**src/rtl/cba_region_pkg.sv**
```systemverilog
// Shared types and constants for the CBA core-region hit collector.
// The entry struct is sized from the CBA_* constants below. Any instance of
// cba_region_hit_collector must keep its parameters equal to these constants.
`ifndef CBA_TOT_BITS
`define CBA_TOT_BITS 4
`endif

package cba_region_pkg;

   localparam int CBA_NPIX     = 4;
   localparam int CBA_TOT_BITS = `CBA_TOT_BITS;
   localparam int CBA_DEPTH    = 8;
   localparam int CBA_TS_BITS  = 9;
   localparam int CBA_TAG_BITS = 5;

   typedef enum logic [1:0] {
      FREE = 2'd0,
      ACQ  = 2'd1,
      WAIT = 2'd2,
      TRIG = 2'd3
   } entry_state_t;

   // All-ones ToT marks a pixel whose ToT never arrived.
   function automatic int unsigned tot_not_saved(input int unsigned tot_bits);
      return (32'd1 << tot_bits) - 32'd1;
   endfunction

   // The front end saturates ToT one below the marker, so the two never collide.
   function automatic int unsigned tot_ovf(input int unsigned tot_bits);
      return (32'd1 << tot_bits) - 32'd2;
   endfunction

   typedef struct packed {
      entry_state_t                       state;
      logic [CBA_TS_BITS-1:0]             ts;
      logic [CBA_TAG_BITS-1:0]            tag;
      logic [CBA_NPIX-1:0]                hitmap;
      logic [CBA_NPIX-1:0]                saved;
      logic [CBA_NPIX*CBA_TOT_BITS-1:0]   tot;
   } entry_t;

endpackage

```
**src/rtl/cba_region_idx_fifo.sv**
```systemverilog
// Small synchronous FIFO of latency-buffer indices, kept in trigger order.
// It cannot overflow because it only ever holds indices of TRIG entries.
module cba_region_idx_fifo #(
   parameter int DEPTH = 8,
   parameter int IW    = $clog2(DEPTH)
) (
   input  logic          ClkDig,
   input  logic          Reset,
   input  logic          push,
   input  logic [IW-1:0] push_idx,
   input  logic          pop,
   output logic [IW-1:0] head,
   output logic          empty
);

   logic [IW-1:0] mem [DEPTH];
   logic [IW:0]   wr_ptr;
   logic [IW:0]   rd_ptr;

   localparam logic [IW:0] PTR_ONE = {{IW{1'b0}}, 1'b1};

   // Storage and the wrap-extended read/write pointers.
   always_ff @(posedge ClkDig or posedge Reset) begin
      if (Reset) begin
         wr_ptr <= '0;
         rd_ptr <= '0;
         for (int i = 0; i < DEPTH; i++) begin
            mem[i] <= '0;
         end
      end else begin
         if (push) begin
            mem[wr_ptr[IW-1:0]] <= push_idx;
            wr_ptr              <= wr_ptr + PTR_ONE;
         end
         if (pop) begin
            rd_ptr <= rd_ptr + PTR_ONE;
         end
      end
   end

   assign head  = mem[rd_ptr[IW-1:0]];
   assign empty = (wr_ptr == rd_ptr);

endmodule

```
**src/rtl/cba_region_hit_collector.sv**
```systemverilog
// Region hit collector: timestamps hit events, gathers per-pixel ToT, holds
// each event until Bcid reaches ts+Latency, and keeps triggered events for
// valid/ready readout in trigger order.
// Optional build macro CBA_REGION_TS_OUT_EN prepends the entry timestamp to DataOut.
module cba_region_hit_collector
   import cba_region_pkg::*;
#(
   parameter int NPIX     = CBA_NPIX,
   parameter int TOT_BITS = CBA_TOT_BITS,
   parameter int DEPTH    = CBA_DEPTH,
   parameter int TS_BITS  = CBA_TS_BITS,
   parameter int TAG_BITS = CBA_TAG_BITS
) (
   input  logic                      ClkDig,
   input  logic                      Reset,
   input  logic [NPIX-1:0]           PresentPulse,
   input  logic [NPIX-1:0]           TotSavePulse,
   input  logic [NPIX*TOT_BITS-1:0]  ToT,
   input  logic [TS_BITS-1:0]        Bcid,
   input  logic [TS_BITS-1:0]        Latency,
   input  logic                      Trigger,
   input  logic [TAG_BITS-1:0]       TrigTag,
   output logic                      DataValid,
   input  logic                      DataReady,
`ifdef CBA_REGION_TS_OUT_EN
   output logic [TS_BITS+TAG_BITS+NPIX+NPIX*TOT_BITS-1:0] DataOut,
`else
   output logic [TAG_BITS+NPIX+NPIX*TOT_BITS-1:0]         DataOut,
`endif
   output logic                      Full,
   output logic [7:0]                OverflowCnt
);

   localparam int IW = $clog2(DEPTH);
   localparam logic [TOT_BITS-1:0] TOT_NS = TOT_BITS'(tot_not_saved(TOT_BITS));

   entry_t        ent      [DEPTH];
   entry_t        ent_n    [DEPTH];
   logic [NPIX-1:0] own_v;
   logic [NPIX-1:0] own_v_n;
   logic [IW-1:0] own_i    [NPIX];
   logic [IW-1:0] own_i_n  [NPIX];
   logic [7:0]    ovf_n;
   logic          full_n;
   logic          alloc_found;
   logic [IW-1:0] alloc_idx;
   logic          push;
   logic [IW-1:0] push_idx;
   logic          pop;
   logic [IW-1:0] fifo_head;
   logic          fifo_empty;

   cba_region_idx_fifo #(
      .DEPTH (DEPTH)
   ) u_idx_fifo (
      .ClkDig   (ClkDig),
      .Reset    (Reset),
      .push     (push),
      .push_idx (push_idx),
      .pop      (pop),
      .head     (fifo_head),
      .empty    (fifo_empty)
   );

   // State register for the entries, pixel owner pointers and status outputs.
   always_ff @(posedge ClkDig or posedge Reset) begin
      if (Reset) begin
         for (int e = 0; e < DEPTH; e++) begin
            ent[e] <= '0;
         end
         for (int p = 0; p < NPIX; p++) begin
            own_i[p] <= '0;
         end
         own_v       <= '0;
         OverflowCnt <= '0;
         Full        <= 1'b0;
      end else begin
         ent         <= ent_n;
         own_v       <= own_v_n;
         own_i       <= own_i_n;
         OverflowCnt <= ovf_n;
         Full        <= full_n;
      end
   end

   // Next state: ToT saves, then latency match, then readout pop, then allocation.
   always_comb begin
      ent_n       = ent;
      own_v_n     = own_v;
      own_i_n     = own_i;
      ovf_n       = OverflowCnt;
      push        = 1'b0;
      push_idx    = '0;
      alloc_found = 1'b0;
      alloc_idx   = '0;
      full_n      = 1'b1;
      pop         = !fifo_empty && DataReady;

      for (int p = 0; p < NPIX; p++) begin
         if (TotSavePulse[p] && own_v[p]) begin
            ent_n[own_i[p]].tot[p*TOT_BITS +: TOT_BITS] = ToT[p*TOT_BITS +: TOT_BITS];
            ent_n[own_i[p]].saved[p] = 1'b1;
            own_v_n[p] = 1'b0;
         end
      end

      for (int e = 0; e < DEPTH; e++) begin
         if ((ent[e].state == ACQ || ent[e].state == WAIT) &&
             (Bcid == TS_BITS'(ent[e].ts + Latency))) begin
            if (Trigger) begin
               ent_n[e].state = TRIG;
               ent_n[e].tag   = TrigTag;
               push           = 1'b1;
               push_idx       = IW'(e);
            end else begin
               ent_n[e].state = FREE;
            end
            for (int p = 0; p < NPIX; p++) begin
               if (own_v_n[p] && own_i_n[p] == IW'(e)) begin
                  own_v_n[p] = 1'b0;
               end
            end
         end else if (ent[e].state == ACQ &&
                      (ent_n[e].saved & ent[e].hitmap) == ent[e].hitmap) begin
            ent_n[e].state = WAIT;
         end
      end

      if (pop) begin
         ent_n[fifo_head].state = FREE;
      end

      for (int e = DEPTH - 1; e >= 0; e--) begin
         if (ent[e].state == FREE) begin
            alloc_found = 1'b1;
            alloc_idx   = IW'(e);
         end
      end

      if (|PresentPulse) begin
         if (alloc_found) begin
            ent_n[alloc_idx] = '{state:  ACQ,
                                 ts:     Bcid,
                                 tag:    '0,
                                 hitmap: PresentPulse,
                                 saved:  '0,
                                 tot:    {NPIX{TOT_NS}}};
            for (int p = 0; p < NPIX; p++) begin
               if (PresentPulse[p]) begin
                  own_v_n[p] = 1'b1;
                  own_i_n[p] = alloc_idx;
               end
            end
         end else begin
            if (OverflowCnt != 8'hFF) begin
               ovf_n = OverflowCnt + 8'd1;
            end
            for (int p = 0; p < NPIX; p++) begin
               if (PresentPulse[p]) begin
                  own_v_n[p] = 1'b0;
               end
            end
         end
      end

      for (int e = 0; e < DEPTH; e++) begin
         if (ent_n[e].state == FREE) begin
            full_n = 1'b0;
         end
      end
   end

   // Readout word: FIFO head entry, zero when nothing is waiting.
   always_comb begin
      DataValid = !fifo_empty;
      DataOut   = '0;
      if (!fifo_empty) begin
`ifdef CBA_REGION_TS_OUT_EN
         DataOut = {ent[fifo_head].ts, ent[fifo_head].tag,
                    ent[fifo_head].hitmap, ent[fifo_head].tot};
`else
         DataOut = {ent[fifo_head].tag, ent[fifo_head].hitmap, ent[fifo_head].tot};
`endif
      end
   end

endmodule
```
**config.mk**
```make
export PLATFORM = sky130hd
export DESIGN_NAME = cba_region_hit_collector
export DESIGN_NICKNAME = d
export VERILOG_FILES = /design/src/rtl/cba_region_pkg.sv /design/src/rtl/cba_region_idx_fifo.sv /design/src/rtl/cba_region_hit_collector.sv
export SDC_FILE = /design/constraint.sdc
export NUM_CORES = 1
export LEC_CHECK = 0
export ABC_AREA = 1
export BUFFER_PORTS_ARGS = -buffer_cell sky130_fd_sc_hd__buf_2
export CAP_MARGIN = 10
export CORE_MARGIN = 1.5
export CORE_UTILIZATION = 40
export DETAILED_ROUTE_END_ITERATION = 12
export PLACE_DENSITY_LB_ADDON = 0.08
export SYNTH_ARGS = -nofsm -noshare
export SYNTH_HDL_FRONTEND = slang
export SYNTH_SLANG_ARGS = --single-unit
```
**constraint.sdc**
```tcl
create_clock -name ClkDig -period 17.8 [get_ports ClkDig]
set_input_delay 3.56 -clock ClkDig [delete_from_list [all_inputs] [get_ports ClkDig]]
set_output_delay 3.56 -clock ClkDig [all_outputs]
set_load 0.1 [all_outputs]
```
==> impl_metrics.py <==
metrics = {
    "run_status": {
        "run_status": "finished, final reports clean",
    },
    "clock_network": {
        "insertion_delay_ns": 0.59,
        "cts.repair.resized": 0,
        "cts_sinks": 377,
        "worst_setup_hold_path_clk_slew_ns": 0.06,
        "cts_max_level": 2,
        "cts_tree": "yes",
        "cts_buffers": 46,
        "ctsLongestPathBuffers": 3,
        "postCtsHoldBufs": 0,
        "post_cts_buffers": 0,
        "clk_root_buffer_cell": "sky130_fd_sc_hd__clkbuf_16",
    },
    "place": {
        "dpl_worst_slack_ns": 10.29,
        "portBuffers": 85,
        "dp_hpwl_um": 52410,
        "gp_routability_congestion": 0.9091,
    },
    "die": {
        "die_area_um2": 57520,
        "die_h_um": 239.8,
        "core_um2": 55310,
        "floorplan.die.width_um": 239.8,
        "initial_core_util_pct": 40.56,
        "top_level_ports": 86,
        "rows": 86,
    },
    "worst_setup_path": {
        "worst_path_max_delay_cell": "sky130_fd_sc_hd__o21ai_4",
        "worst_ep_arrival_time_ns": 4.62,
        "worstPathBufferInverterCount": 3,
        "path_delay_family": "compound AO/OA/AOI/OAI gates",
        "start_kind": "register",
        "critical_path_class": "reg2out",
        "critical_path_peak_fanout": 36,
        "path_common_cell": "sky130_fd_sc_hd__inv_2",
        "worst_ep_required_time_ns": 14.24,
        "cp_slowest_stage_delay_ns": 0.84,
        "setup.worst_path.end_class": "primary output",
        "crit_path_cell_trace": "inv_2 -> o21ai_0 -> o22ai_2 -> o21ai_4 -> nor2_4 -> inv_2 -> nor2_1 -> a221oi_1 -> nand3_1 -> a21boi_0 -> buf_2",
    },
    "sta": {
        "final.min_clock_period_ns": 8.181,
        "final.setup.tns_ns": 0,
        "rsz_0062_raised_after_global_routing": "no",
        "timing.final.setup_violations": 0,
        "final_max_slew_viol_count": 0,
        "relSlewSlack_pct": 20.38,
        "hold_violations": 0,
        "worst_pin_slew_ns": 1.194,
        "worst_clock_skew_ns": 0.01665,
        "post-route-worst-setup-slack_ns": 9.619,
        "max_freq_mhz": 122.2,
        "post-route-period-util_pct": 45.96,
    },
    "global_routing": {
        "grt_max_degree": 183,
        "vias_in_the_first_global_route": 19360,
        "grt_first_pass_wirelength_um": 116700,
        "grt_util_all_layers_pct": 26.94,
        "grt_antenna_before_repair": 0,
        "grt_overflow": 0,
    },
    "route": {
        "drt_pre_antenna_iters": 5,
        "drc": 0,
        "drt.antenna.violating_nets": 0,
        "routedWlPerCell_um": 20.37,
        "via_per_inst": 5.424,
        "wl_final_um": 76850,
        "detail_route.iter0.violations": 1863,
        "via_count": 20460,
    },
    "finish": {
        "final_layout_size_suffix_gt1_share_pct": 8.038,
        "final_net_count": 3134,
        "fillerInstances": 5601,
        "multi_input_combinational_cell_area_um2": 11110,
        "area_growth_pct": 11.51,
        "ff_latch_area_um2": 9434,
    },
    "synth": {
        "ys_top_cells_by_area": "sky130_fd_sc_hd__dfrtp_1 42%, sky130_fd_sc_hd__nand2_1 14%, sky130_fd_sc_hd__inv_1 6.2%, sky130_fd_sc_hd__o211ai_1 4.7%, sky130_fd_sc_hd__ha_1 4.6%",
        "yosys.area.top_type_share_pct": 42.05,
        "synthesis.instances": 2934,
        "post_synth_edffs": 0,
        "synth-async-reset-ratio_pct": 100.0,
        "synth.cells.most_frequent": "855 x sky130_fd_sc_hd__nand2_1, 377 x sky130_fd_sc_hd__dfrtp_1, 373 x sky130_fd_sc_hd__inv_1",
        "synth-seq-cells": 377,
        "synth_most_common_cell": "sky130_fd_sc_hd__nand2_1",
        "synth_seq_area_share_pct": 42.05,
        "avgSynthCellArea_um2": 7.647,
        "synth_top_cell_by_area": "sky130_fd_sc_hd__dfrtp_1",
        "yosysUniqueCellTypes": 61,
        "syn_nets": 3076,
        "syn_area_um2": 22440,
        "ys.warnings.count": 0,
        "yosys_most_used_dff": "sky130_fd_sc_hd__dfrtp_1",
    },
    "run": {
        "max-cap-violations": 0,
    },
    "worst_hold_path": {
        "hp-class": "reg2reg",
    },
}
sequential cells by signal, summed over array words and instances, names as in the netlist:
register and cells:
ent 320, u_idx_fifo.mem 24, own_i 12, OverflowCnt 8
own_v 4, u_idx_fifo.rd_ptr 4, u_idx_fifo.wr_ptr 4, Full 1
final cells by class:
type                    instances  share of cell area, %
multi-input cells            2076                  44.40
flip-flops and latches        377                  37.71
inverters                     393                  5.937
clock buffers                  67                  5.317
well taps                     748                  3.741
repair buffers                 98                  2.141
clock inverters                12                 0.7452
diodes                          1                0.01000
per-layer routing:
metal	global-route usage, %	up-vias	wire length, um
met5	0	-	0
met4	8.290	0	2144
met3	4.898	117	5671
met2	40.74	723	33120
met1	38.93	9823	35920
li1	-	9798	-
worst reg2reg max path: stages, from the launching register on:
cell,delay (ns)
sky130_fd_sc_hd__dfrtp_1,0.63
sky130_fd_sc_hd__inv_2,0.21
sky130_fd_sc_hd__o21ai_0,0.24
sky130_fd_sc_hd__o211ai_1,0.14
sky130_fd_sc_hd__nand2_2,0.10
sky130_fd_sc_hd__buf_4,0.54
sky130_fd_sc_hd__inv_2,0.56
sky130_fd_sc_hd__nor2_1,0.46
sky130_fd_sc_hd__nand2_1,0.21
sky130_fd_sc_hd__nand2_1,0.10
sky130_fd_sc_hd__inv_1,0.05
sky130_fd_sc_hd__nand2_1,0.08
sky130_fd_sc_hd__nand3_1,0.17
sky130_fd_sc_hd__nand2_1,0.12
sky130_fd_sc_hd__nor2_1,0.05
sky130_fd_sc_hd__nand3_1,0.07
sky130_fd_sc_hd__nor2_1,0.06
cell usage in the layout, fill, tap and decap left out, types with 8 or more instances in the layout:
cell                        synthesis  final
sky130_fd_sc_hd__nand4_1           27     27
sky130_fd_sc_hd__ha_1              83     83
sky130_fd_sc_hd__xnor2_1           25     25
sky130_fd_sc_hd__o211ai_1         139    139
sky130_fd_sc_hd__o22ai_1           55     55
sky130_fd_sc_hd__clkbuf_1          49     11
sky130_fd_sc_hd__nand2_1          855    852
sky130_fd_sc_hd__nor2_1           198    198
sky130_fd_sc_hd__clkbuf_8           0     10
sky130_fd_sc_hd__o21ai_0          168    168
sky130_fd_sc_hd__nor2_2            11     11
sky130_fd_sc_hd__a221oi_1          12     12
sky130_fd_sc_hd__a211oi_1          10     10
sky130_fd_sc_hd__nor3_1            57     57
sky130_fd_sc_hd__inv_1            373    371
sky130_fd_sc_hd__fa_1               8      8
sky130_fd_sc_hd__dfrtp_1          377    377
sky130_fd_sc_hd__nor2_4            10     10
sky130_fd_sc_hd__o21a_1            15     15
sky130_fd_sc_hd__nor4_1            27     27
sky130_fd_sc_hd__nand3_1          165    163
sky130_fd_sc_hd__inv_2             15     15
sky130_fd_sc_hd__o21ai_1           11     11
sky130_fd_sc_hd__buf_4             12     12
sky130_fd_sc_hd__buf_2             22     85
sky130_fd_sc_hd__a21oi_1           94     94
sky130_fd_sc_hd__clkbuf_16          0     46
sky130_fd_sc_hd__xor2_1            31     31
worst paths after layout:
path,depth (start not counted),endpoint,start,slack [ns]
max in group asynchronous,3,ent[38],Reset,12.99
max reg2reg,16,Full,u_idx_fifo.rd_ptr[0],13.92
min reg2reg,2,u_idx_fifo.mem[18],u_idx_fifo.mem[18],0.48
max,11,DataOut[24],u_idx_fifo.rd_ptr[0],9.62
min in group asynchronous,2,ent[316],Reset,3.15
min,2,u_idx_fifo.mem[18],u_idx_fifo.mem[18],0.48
per-stage QoR:
stage	util (%)	cells	hold WS, ns	instance area [um^2]
2_1_floorplan	-	2934	0.4437	22440
3_3_place_gp	42.48	3692	0.4710	23500
3_5_place_dp	42.48	3692	0.4705	23500
4_1_cts	45.23	3771	0.4858	25010
5_1_grt	45.23	3771	0.5048	25010
6_report	45.23	3772	0.4846	25020
cell families (layout without fill, tap and decap cells):
family / Yosys count / count (layout) / share of synthesized area [%]
AO/OA/AOI/OAI: 541 / 541 / 15.00
XOR/XNOR: 65 / 65 / 2.922
adder cells (fa/ha/maj): 91 / 91 / 5.343
buffers and inverters: 481 / 570 / 8.522
flip-flops: 377 / 377 / 42.05
multiplexers: 1 / 1 / 0.05019
other: 0 / 1 / 0
AND/OR/NAND/NOR: 1378 / 1378 / 26.11
Power is left out: the tool's default activity adds up to more than one toggle a clock period on the data nets, which glitch-free logic cannot reach.
